==> src/rtl/alu_mc.sv <==
// Multi-cycle ALU with a valid/ready handshake on both sides.
// Shifts take one cycle per bit and MUL is an iterative shift-add.
module alu_mc #(
  parameter int WIDTH = 8
) (
  input  logic             clk,
  input  logic             rst,
  input  logic             in_valid,
  output logic             in_ready,
  input  logic [3:0]       opcode,
  input  logic [WIDTH-1:0] in_a,
  input  logic [WIDTH-1:0] in_b,
  output logic             out_valid,
  input  logic             out_ready,
  output logic [WIDTH-1:0] alu_out,
  output logic             carry,
  output logic             res_zero,
  output logic             a_is_zero
);

  localparam int SW = $clog2(WIDTH);
  localparam int CW = SW + 1;

  localparam logic [3:0] OP_ADD   = 4'd2;
  localparam logic [3:0] OP_AND   = 4'd3;
  localparam logic [3:0] OP_XOR   = 4'd4;
  localparam logic [3:0] OP_PASSB = 4'd5;
  localparam logic [3:0] OP_SUB   = 4'd8;
  localparam logic [3:0] OP_OR    = 4'd9;
  localparam logic [3:0] OP_SHL   = 4'd10;
  localparam logic [3:0] OP_SHR   = 4'd11;
  localparam logic [3:0] OP_MUL   = 4'd12;

  typedef enum logic [1:0] {IDLE, EXEC, DONE} state_e;

  state_e               state_q, state_d;
  logic [3:0]           op_q, op_d;
  logic [WIDTH-1:0]     a_q, a_d;
  logic [2*WIDTH-1:0]   acc_q, acc_d;
  logic [CW-1:0]        cnt_q, cnt_d;
  logic [WIDTH-1:0]     alu_out_q, alu_out_d;
  logic                 carry_q, carry_d;
  logic                 res_zero_q, res_zero_d;
  logic                 a_is_zero_q, a_is_zero_d;
  logic                 out_valid_q, out_valid_d;

  logic                 accept;
  logic                 multi;
  logic [SW-1:0]        shamt;
  logic [WIDTH:0]       add_sum, sub_diff, mul_sum;
  logic [2*WIDTH-1:0]   mul_next;
  logic [WIDTH-1:0]     sc_res, ex_res;
  logic                 sc_carry, ex_carry;

  // Ready is held low for the whole time reset is asserted, not just after the next edge.
  assign in_ready = ~rst & ((state_q == IDLE) | ((state_q == DONE) & out_ready));
  assign accept   = in_valid & in_ready;
  assign shamt    = in_b[SW-1:0];

  // NOTE: every signal written here gets a default first so no latch is inferred.
  always_comb begin
    state_d     = state_q;
    op_d        = op_q;
    a_d         = a_q;
    acc_d       = acc_q;
    cnt_d       = cnt_q;
    alu_out_d   = alu_out_q;
    carry_d     = carry_q;
    res_zero_d  = res_zero_q;
    a_is_zero_d = a_is_zero_q;
    out_valid_d = out_valid_q;

    add_sum  = {1'b0, in_a} + {1'b0, in_b};
    sub_diff = {1'b0, in_a} - {1'b0, in_b};
    sc_res   = in_a;
    sc_carry = 1'b0;
    case (opcode)
      OP_ADD:   begin sc_res = add_sum[WIDTH-1:0];  sc_carry = add_sum[WIDTH];  end
      OP_SUB:   begin sc_res = sub_diff[WIDTH-1:0]; sc_carry = sub_diff[WIDTH]; end
      OP_AND:   sc_res = in_a & in_b;
      OP_XOR:   sc_res = in_a ^ in_b;
      OP_OR:    sc_res = in_a | in_b;
      OP_PASSB: sc_res = in_b;
      default:  sc_res = in_a;
    endcase
    multi = (opcode == OP_MUL) ||
            (((opcode == OP_SHL) || (opcode == OP_SHR)) && (shamt != '0));

    // Shift-add step: add the multiplicand into the high half, then shift the pair right.
    mul_sum  = {1'b0, acc_q[2*WIDTH-1:WIDTH]} + (acc_q[0] ? {1'b0, a_q} : '0);
    mul_next = {mul_sum, acc_q[WIDTH-1:1]};
    ex_res   = '0;
    ex_carry = 1'b0;

    case (state_q)
      EXEC: begin
        cnt_d = cnt_q - CW'(1);
        case (op_q)
          OP_MUL: begin
            acc_d    = mul_next;
            ex_res   = mul_next[WIDTH-1:0];
            ex_carry = |mul_next[2*WIDTH-1:WIDTH];
          end
          OP_SHL: begin
            ex_res   = acc_q[WIDTH-1:0] << 1;
            ex_carry = acc_q[WIDTH-1];
            acc_d    = {{WIDTH{1'b0}}, ex_res};
          end
          default: begin
            ex_res   = acc_q[WIDTH-1:0] >> 1;
            ex_carry = acc_q[0];
            acc_d    = {{WIDTH{1'b0}}, ex_res};
          end
        endcase
        if (cnt_q == CW'(1)) begin
          state_d     = DONE;
          out_valid_d = 1'b1;
          alu_out_d   = ex_res;
          carry_d     = ex_carry;
          res_zero_d  = (ex_res == '0);
          a_is_zero_d = (a_q == '0);
        end
      end
      DONE: begin
        if (out_ready) begin
          state_d     = IDLE;
          out_valid_d = 1'b0;
        end
      end
      default: ;
    endcase

    // Acceptance overrides the retire above, so DONE can chain straight into a new op.
    if (accept) begin
      op_d = opcode;
      a_d  = in_a;
      if (multi) begin
        state_d     = EXEC;
        out_valid_d = 1'b0;
        if (opcode == OP_MUL) begin
          acc_d = {{WIDTH{1'b0}}, in_b};
          cnt_d = CW'(WIDTH);
        end else begin
          acc_d = {{WIDTH{1'b0}}, in_a};
          cnt_d = CW'(shamt);
        end
      end else begin
        state_d     = DONE;
        out_valid_d = 1'b1;
        alu_out_d   = sc_res;
        carry_d     = sc_carry;
        res_zero_d  = (sc_res == '0);
        a_is_zero_d = (in_a == '0);
      end
    end
  end

  // NOTE: state is updated with non-blocking assignments so every flop samples pre-edge values.
  always_ff @(posedge clk or posedge rst) begin
    if (rst) begin
      state_q     <= IDLE;
      op_q        <= '0;
      a_q         <= '0;
      acc_q       <= '0;
      cnt_q       <= '0;
      alu_out_q   <= '0;
      carry_q     <= 1'b0;
      res_zero_q  <= 1'b0;
      a_is_zero_q <= 1'b0;
      out_valid_q <= 1'b0;
    end else begin
      state_q     <= state_d;
      op_q        <= op_d;
      a_q         <= a_d;
      acc_q       <= acc_d;
      cnt_q       <= cnt_d;
      alu_out_q   <= alu_out_d;
      carry_q     <= carry_d;
      res_zero_q  <= res_zero_d;
      a_is_zero_q <= a_is_zero_d;
      out_valid_q <= out_valid_d;
    end
  end

  assign out_valid = out_valid_q;
  assign alu_out   = alu_out_q;
  assign carry     = carry_q;
  assign res_zero  = res_zero_q;
  assign a_is_zero = a_is_zero_q;

endmodule

==> config.mk <==
export PLATFORM = sky130hd
export DESIGN_NAME = alu_mc
export DESIGN_NICKNAME = d
export VERILOG_FILES = /design/src/rtl/alu_mc.sv
export SDC_FILE = /design/constraint.sdc
export NUM_CORES = 1
export LEC_CHECK = 0
export BUFFER_PORTS_ARGS = -buffer_cell sky130_fd_sc_hd__clkbuf_2
export CELL_PAD_IN_SITES_DETAIL_PLACEMENT = 0
export CELL_PAD_IN_SITES_GLOBAL_PLACEMENT = 2
export CORE_ASPECT_RATIO = 1.25
export CORE_MARGIN = 3
export CORE_UTILIZATION = 35
export CTS_BUF_LIST = sky130_fd_sc_hd__clkbuf_2 sky130_fd_sc_hd__clkbuf_4 sky130_fd_sc_hd__clkbuf_8
export DETAILED_ROUTE_END_ITERATION = 7
export PLACE_DENSITY = 0.8
export SLEW_MARGIN = 10
export SYNTH_ARGS = -nofsm -noshare
export SYNTH_HDL_FRONTEND = slang
export SYNTH_SLANG_ARGS = --single-unit
==> constraint.sdc <==
create_clock -name clk -period 8.4 [get_ports clk]
set_input_delay 1.26 -clock clk [delete_from_list [all_inputs] [get_ports clk]]
set_output_delay 1.26 -clock clk [all_outputs]
set_load 0.01 [all_outputs]
Word-level counts from Yosys, hierarchy flattened
Cells that the tools add are included.

storage, ports and cells
  bits in registers = 46
  logic and storage cells = 91

operators by class
  bitwise operators = 8
  eq/ne operators = 16
  reduce and logical (&&, ||, !) cells = 12
  add/subtract/negate cells = 4
  muxes and demuxes = 41

operators with widths
  cell                 count
  $mux 8               7
  $mux 16              3
  $pmux 8 s6           1
  $logic_not 8->1      4
  $pmux 16 s2          1
  $eq 4x4->1 const B   7
  $add 8x8->9          2
  $mux 1               16
  $mux 4               4
  $pmux 8 s2           1
  $sub 8x8->9          1
  $and 8x8->8          1
  $eq 4x2->1 const B   2
  $eq 4x3->1 const B   2
  $mux 2               4
  $or 8x8->8           1
  $reduce_or 8->1      1
  $xor 8x8->8          1
  $ne 3x3->1 const B   2
  $pmux 1 s2           3
  $reduce_bool 3->1    2
  $eq 4x1->1 const B   1
  $pmux 2 s2           1
  $sub 4x1->4 const B  1
  other kinds (9)      12

Depth between registers and ports, before layout
Gate-level depths: netlist of the first run.

  depth in word-level cells = 9
  gate-level depth with buffers = 11
  mapped depth without buffers = 11

Worst setup path before layout of the first run
No wires, ideal clock.

  path type = input -> register
  start point = input in_a[0]
  end point = register carry_q (netlist: carry)
  setup time = 0.073 ns
  slack = 5.282 ns
  data arrival time = 3.045 ns
  data required time = 8.327 ns
  stages on the path = 11
  path buffers = 0
  cells stage by stage = inv_1 > ha_1 > inv_1 > fa_1 > nand2b_1 > a211oi_1 > o21bai_1 > a21oi_1 > or4_1 > a41o_1 > a21oi_2

on the way
  word-level cells in the longest chain between the ends = 4
  elaborated cells on any way between the ends = 5
  classes of those cells = 2 x add/sub; 3 x mux

ends and longest elaborated chain
  what                                               RTL line  source
  from (decl)                                        11        input logic [WIDTH-1:0] in_a,
  $sub 8x8->9 / $add 8x8->9 (equally long branches)  74, 73
  $pmux 1 s2 (*)                                     77        case (opcode)
  $mux 1 (*)                                         137       if (multi) begin
  $mux 1 (*)                                         134       if (accept) begin
  via carry_d                                        42        logic carry_q, carry_d;
  to (signal assigned)                               178       carry_q <= carry_d;
  to (decl)                                          42

Mark *: on every way through the listed nets, which the timed path passes. The rest lies on a longest branch.
A chain may end at the register's enable or synchronous reset.

Worst setup path after layout of the first run
  start point = input in_a[2]
  end point = register res_zero_q (netlist: res_zero)

on the way
  word-level cells in the longest chain between the ends = 5
  elaborated cells on any way between the ends = 9
  classes of those cells = 2 x add/sub; 3 x mux; 3 x bitwise; 1 x reduce/logical

ends and longest elaborated chain
  what                                 RTL line  source
  $sub 8x8->9 (tied with other cells)  74        sub_diff = {1'b0, in_a} - {1'b0, in_b};
  $pmux 8 s6 (*)                       77
  $logic_not 8->1 (*)                  152       res_zero_d = (sc_res == '0);
  $mux 1 (*)                           137
  $mux 1 (*)                           134
  via res_zero_d                       43        logic res_zero_q, res_zero_d;
  to (signal assigned)                 179       res_zero_q <= res_zero_d;
  to (decl)                            43

Marks and branches as above.

==> summary.md, run 1 <==
| Metric | Value |
|---|---|
| FMAX | `289.1 MHz` |
| Commonest cells after routing, fill and taps aside | `45 x dfrtp_1, 36 x clkbuf_2, 35 x nand2_1` |
| Fin crit period | `3.459 ns` |
| Post-layout util | `39.53%` |
| Initial antenna violation count | `0` |
| GRT overflow | `0` |
| Largest net degree at the start of global routing | `46` |
| Post-DP HPWL | `a little under 10000 µm` |
| FP Rows | `43` |
| Die area | `13010 µm²` |
| DIE HEIGHT | `126.8 µm` |
| Post_cts resized | `0` |
| Vias | `3669` |
| Slew HR | `26.33%` |
| Setup TNS | `0 ns` |
| Required time worst endpoint | `8.62 ns` |
| Actual slew at the worst max-slew pin | `1.102 ns` |
| Clock sinks | `45` |
| Seq/Total Area, Yosys | `between 20% and 30%` |
| Placed Instance Area | `4325 µm²` |
| Fin area | `around 4400 µm²` |
| Inserted Diodes | `0` |
| Yosys warns | `0` |
| Ys flop type | `dfrtp_1` |
| Mapped Area | `4085 µm²` |
| Routed vias/inst | `between 5 and 6` |
| First-pass GRT wire length | `20110 µm` |
| Avg Inst Size Synth | `8.637 µm²` |
| Commonest non-fill, non-tap cell in the layout | `dfrtp_1` |
| Worst Skew | `between 0.005 and 0.006 ns` |
| Setup violators final | `0` |
| # nets final | `between 500 and 600` |
| Unique masters post-synth | `74` |
| Core area | `roughly 11000 µm²` |
| Critical path arrival | `3.68 ns` |
| Port bufs | `36` |
| Fin cells | `628` |
| Post-synth EDFFs | `0` |
| Critical Path Start Type | `input port` |
| Total GRT Usage | `19.78%` |
| Hold WC Path Type | `reg2reg` |
| Clk_lat worst skew | `0.31 ns` |
| Initial DRC Count | `around 160` |
| PwrDens | `roughly 120 nW/µm²` |
| Clock slew at reported path FFs | `0.08 ns` |
| CTS tree | `done` |
| I/O Pins | `37` |
| CTS Buf Count | `5` |
| Cells after Synth | `~470` |
| Residual DRC | `0` |
| Max Slew Vio Count | `0` |
| Hold Worst Slack | `approximately 0.53 ns` |
| Die X | `102.6 µm` |
| Seq cells post-synth | `45` |
| Async S/R FF share, synth | `100.0%` |
| Worst VDD drop | `0.00004964 V` |
| H-tree Lvls | `2` |
| Share of layout cells above drive strength 1 | `16.02%` |
| Net Count, Synth | `534` |
| Initial core utilization | `36.33%` |
| Leak pwr | `~1.9 nW` |
| Post-CTS Setup Inserts | `0` |
| Syn-to-layout area delta | `8.821%` |
| Vias in the first global route | `around 3.7k` |
| Fin crit share | `41.18%` |
| First-pass DRT Iterations | `5` |
| Placed Instances | `620` |
| Routed WL | `12400 µm` |
| Final Hold Fails | `0` |
| Clock tree buffer depth | `2` |
| CTS Root Cell | `clkbuf_8` |
| CP Max Fanout | `13` |
| Hold buffers post-CTS | `0` |
| Crit. End Element | `flip-flop` |
| Max-Cap Viols | `0` |
| Routability cong. | `0.8831` |
| Routed length per instance | `19.74 µm` |
| Setup CP Type | `in2reg` |
| Run status | `finished, final reports clean` |
| Post-DRT Antenna Nets | `0` |
| Unrepaired setup endpoints after global routing | `no` |
[logic make-up (layout without fill, tap and decap cells)]
group / Yosys count / after routing / share of synthesized area (%)
AOI/OAI and AO/OA: 147 / 147 / 25.76
and+or+nand+nor: 145 / 145 / 18.90
buffers and inverters: 62 / 82 / 6.769
DFF: 45 / 45 / 27.57
adders and majority gates: 37 / 37 / 11.88
muxes: 27 / 27 / 6.983
xor gates and xnor gates: 10 / 10 / 2.144
[stage by stage]
step | setup slack, ns | power [W]
finish | 4.941 | 0.0005279
global route | 4.715 | 0.0005558
CTS | 4.958 | 0.0005339
detailed placement | 4.629 | 0.0003562
global placement | 4.702 | 0.0003549
floorplan | 5.282 | 0.0003159
[cell usage after synthesis (3+ instances only)]
master	instances	share of area, %
nand2b_1	8	1.2
a22oi_1	10	1.8
a21o_1	5	0.92
buf_4	4	0.74
buf_2	5	0.61
and2_1	11	1.7
a2111oi_0	4	0.86
or4_1	4	0.74
nand2_1	35	3.2
nor4bb_1	3	0.74
a211oi_1	11	2.0
nand4_1	3	0.46
xor2_1	5	1.1
a221oi_1	4	0.86
mux2_2	12	3.3
o211ai_1	12	2.2
o21bai_1	3	0.55
dfrtp_1	45	28
nor2_1	31	2.8
o21ai_0	30	3.7
nor2b_1	5	0.77
ha_1	34	10
o31ai_1	5	0.92
a21oi_1	24	2.9
nor4_1	6	0.92
o311ai_0	3	0.64
buf_6	3	0.83
and3_1	3	0.46
o32ai_1	3	0.64
xnor2_1	5	1.1
inv_1	32	2.9
nand3_1	13	1.6
fa_1	3	1.5
a31oi_1	3	0.46
nor3_1	9	1.1
o22ai_1	3	0.46
clkbuf_1	16	1.5
mux2i_1	15	3.7
[critical path, cell delays in order]
cell and delay [ns]:
clkbuf_2 0.19, inv_1 0.09, ha_1 0.54, nor2_1 0.07, a221oi_1 0.47, o22ai_1 0.16, a211oi_1 0.32, o41a_1 0.26
o211ai_2 0.11, o31ai_2 0.22
[sequential cells by signal (all words and copies together), names as in the netlist]
register   flops
carry          1
state_q        2
acc_q         16
alu_out        8
a_is_zero      1
op_q           4
res_zero       1
cnt_q          4
a_q            8
[area by class of cell]
cell class,count,area (µm²)
inverter,33,123.9
clock inverter,1,30.03
tap,135,168.9
fill,1174,6799
sequential,45,1126
multi-input combinational,366,2689
clock buffer,7,90.09
timing repair buffer,41,217.7
[worst paths after layout]
kind / from / end / slack [ns] / depth (start not counted)
max reg2reg: acc_q[0] / carry / 5.20 / 10
max: in_a[2] / res_zero / 4.94 / 10
min: op_q[3] / op_q[3] / 0.53 / 1
min in group asynchronous: rst / cnt_q[0] / 1.16 / 2
max in group asynchronous: rst / acc_q[3] / 6.64 / 2
min reg2reg: op_q[3] / op_q[3] / 0.53 / 1
[report_power, final]
part / switching (W) / leakage, nW / internal, W
Clock: 0.0000756 / 0.0619 / 0.000100
Combinational: 0.0000778 / 1.32 / 0.0000451
Sequential: 0.00000585 / 0.532 / 0.000223
[routing by layer]
metal  global-route usage, %  routed length (µm)  part of all wire (%)
met4                   7.490                 348                   2.8
met3                   2.145                 345                   2.8
met1                   24.35                5121                    41
met2                   34.79                6580                    53
met5                       0                   0                     0
No activity file was read; power rests on OpenSTA's default activity.
==> inputs of run 2 (changes only) <==
--- a/config.mk
+++ b/config.mk
@@ -13,7 +13,7 @@
 export CORE_UTILIZATION = 35
 export CTS_BUF_LIST = sky130_fd_sc_hd__clkbuf_2 sky130_fd_sc_hd__clkbuf_4 sky130_fd_sc_hd__clkbuf_8
 export DETAILED_ROUTE_END_ITERATION = 7
-export PLACE_DENSITY = 0.8
+export PLACE_DENSITY = 0.83
 export SLEW_MARGIN = 10
 export SYNTH_ARGS = -nofsm -noshare
 export SYNTH_HDL_FRONTEND = slang
==> constraint.sdc (replaced) <==
create_clock -name clk -period 2.87 [get_ports clk]
set_input_delay 0.4305 -clock clk [delete_from_list [all_inputs] [get_ports clk]]
set_output_delay 0.4305 -clock clk [all_outputs]
set_load 0.01 [all_outputs]
==> run 2 against run 1 <==
Clock power rose to 2.9 times the previous value. Global-route usage shrank 0.57 points. Clock-buffer cell count decreased by 1. Power grew to 3.0 times the previous value. Sequential share of layout area is 1.5 points lower. Wire length increased by 0.71%. Sequential cell count unchanged. Final area increased by 6.2%. Die area unchanged. First-iteration DRC count increased by 12%. Critical path type is now reg2reg. Largest cell class unchanged. Highest routed layer unchanged.
==> summary.md, run 2 (synthesized netlist as in run 1, its figures left out) <==
| Metric | Value |
|---|---|
| Run status | `finished, final reports clean` |
| Post-DRT Antenna Nets | `0 (unchanged)` |
| Leak pwr | `2.070 nW (+8.4%)` |
| CTS tree | `done` |
| Clock tree buffer depth | `2 (unchanged)` |
| Clock slew at reported path FFs | `0.09 ns (about the same)` |
| Unrepaired setup endpoints after global routing | `yes` |
| CP Max Fanout | `3 (-10)` |
| Crit. End Element | `flip-flop` |
| PwrDens | `335.5 nW/µm² (+180%)` |
| Total power | `0.001584 W (+200%)` |
| Routed WL | `12480 µm (+0.71%)` |
| Fin crit period | `about 2.8 ns` |
| Hold WC Path Type | `in2async` |
| Commonest non-fill, non-tap cell in the layout | `dfrtp_1` |
| CP most frequent cell | `a21oi_2` |
| GRT overflow | `0 (unchanged)` |
| CTS Root Cell | `clkbuf_8` |
| Commonest cells after routing, fill and taps aside | `45 x dfrtp_1, 37 x buf_4, 36 x clkbuf_2` |
| Routed length per instance | `18.91 µm (-4.2%)` |
| Placed Instances | `651 (+5.0%)` |
| Crit path buf inv count | `0 (-2)` |
| CTS Buf Count | `5 (unchanged)` |
| Fin area | `4721 µm² (+6.2%)` |
| Setup TNS | `0 ns (unchanged)` |
| Setup violators final | `0 (unchanged)` |
| Vias in the first global route | `3704 (-0.27%)` |
| Syn-to-layout area delta | `15.56%` |
| Residual DRC | `0 (unchanged)` |
| Port bufs | `36 (unchanged)` |
| Routability cong. | `0.8522 (-3.5%)` |
| Die X | `102.6 µm (unchanged)` |
| Share of layout cells above drive strength 1 | `22.48% (+6.5 points)` |
| Slowest-stage cell, CP | `or4_1` |
| Top delay family on crit path | `simple AND/OR/NAND/NOR gates` |
| FP Rows | `43 (unchanged)` |
| Vias | `3827 (+4.3%)` |
| Max FFs per register | `16 (unchanged)` |
| Routed vias/inst | `5.798 (-0.75%)` |
| H-tree Lvls | `2 (unchanged)` |
| Worst Skew | `0.007166 ns (+0.001237 ns)` |
| Slew HR | `34.51% (+8.2 points)` |
| Clock sinks | `45 (unchanged)` |
| Initial antenna violation count | `0 (unchanged)` |
| DIE HEIGHT | `126.8 µm (unchanged)` |
| Critical path's largest stage delay | `0.53 ns (about the same)` |
| Post-DP HPWL | `9770 µm (+0.69%)` |
| Initial core utilization | `36.33% (unchanged)` |
| Clk_lat worst skew | `0.31 ns (about the same)` |
| First-pass GRT wire length | `19720 µm (-1.9%)` |
| Max Slew Vio Count | `0 (unchanged)` |
| Max-Cap Viols | `0 (unchanged)` |
| Fin cells | `660 (+5.1%)` |
| Inserted Diodes | `0 (unchanged)` |
| Critical path arrival | `3.01 ns (-0.67 ns)` |
| # nets final | `585 (+5.8%)` |
| Hold buffers post-CTS | `0 (unchanged)` |
| Largest net degree at the start of global routing | `46 (unchanged)` |
| I/O Pins | `37 (unchanged)` |
| Worst-path cell chain | `and2_4 -> ha_4 -> fa_2 -> a21o_1 -> a21oi_2 -> xnor2_1 -> or4_1 -> or4_4 -> o21ai_2 -> a21oi_2` |
| Most flops, register | `acc_q` |
| Total GRT Usage | `19.21% (-0.57 points)` |
| First-pass DRT Iterations | `6 (+1)` |
| Die area | `13010 µm² (unchanged)` |
| Placed Instance Area | `4561 µm² (+5.4%)` |
| Required time worst endpoint | `3.06 ns (-5.56 ns)` |
| Worst VDD drop | `0.0001511 V (+200%)` |
| Critical Path Start Type | `flip-flop` |
| Initial DRC Count | `175 (+12%)` |
| Final Hold Fails | `0 (unchanged)` |
| Core area | `11240 µm² (unchanged)` |
| FMAX | `354.5 MHz` |
| Post-layout util | `41.98% (+2.4 points)` |
| Actual slew at the worst max-slew pin | `0.9809 ns (-0.1213 ns)` |
| Fin crit share | `98.30%` |
| Setup CP Type | `reg2reg` |
run 2: metal layers:
layer	up-vias	track usage [%]	share of wire [%]
li1	1849	-	-
met3	22	1.650	2.4
met1	1879	24.32	42
met5	-	0	0
met2	77	33.99	52
met4	0	5.946	2.6
run 2: through the flow:
step / hold WS [ns] / setup slack, ns
floorplan: 0.4863 / 0.04969
global placement: 0.4979 / 0.07195
detailed placement: 0.5236 / -0.01186
CTS: 0.3772 / 0.003991
global route: 0.4235 / -0.06361
finish: 0.3345 / 0.04880
run 2: timing repair:
item                                    in CTS  in global routing
endpoints found under the hold margin        0                  0
endpoints found under the setup margin       1                  1
cloned                                       0                  0
setup buffers                                0                  1
resized for setup                            1                  7
pin swaps                                    0                  6
run 2: worst register-to-register path: stages (launching register included):
cell and delay, ns:
dfrtp_1 0.40, and2_4 0.17, ha_4 0.16, fa_2 0.39, a21o_1 0.18, a21oi_2 0.14, xnor2_1 0.09, or4_1 0.53
or4_4 0.43, o21ai_2 0.16, a21oi_2 0.06
run 2: final timing paths:
| kind | start | end | slack, ns | cells past startpoint |
|---|---|---|---|---|
| min in group clk | out_ready | state_q[1] | 0.46 | 4 |
| worst min-delay path | rst | alu_out[4] | 0.33 | 2 |
| worst max register to register | a_q[0] | carry | 0.05 | 10 |
| max in group asynchronous | rst | a_q[6] | 1.91 | 2 |
| worst min register to register | op_q[1] | op_q[1] | 0.54 | 1 |
| worst max-delay path | a_q[0] | carry | 0.05 | 10 |
run 2: cell type report:
cell class	count	area [µm²]
Fill cell	1176	6524
Multi-Input combinational cell	366	2724
Sequential cell	45	1126
Timing Repair Buffer	73	457.9
Tap cell	135	168.9
Inverter	33	123.9
Clock buffer	6	82.58
Clock inverter	2	37.54
run 2: where the power goes:
part	internal [W]	switching, W
logic	0.000164	0.000237
registers	0.000654	0.0000164
clock network	0.000283	0.000230
total	0.00110	0.000483
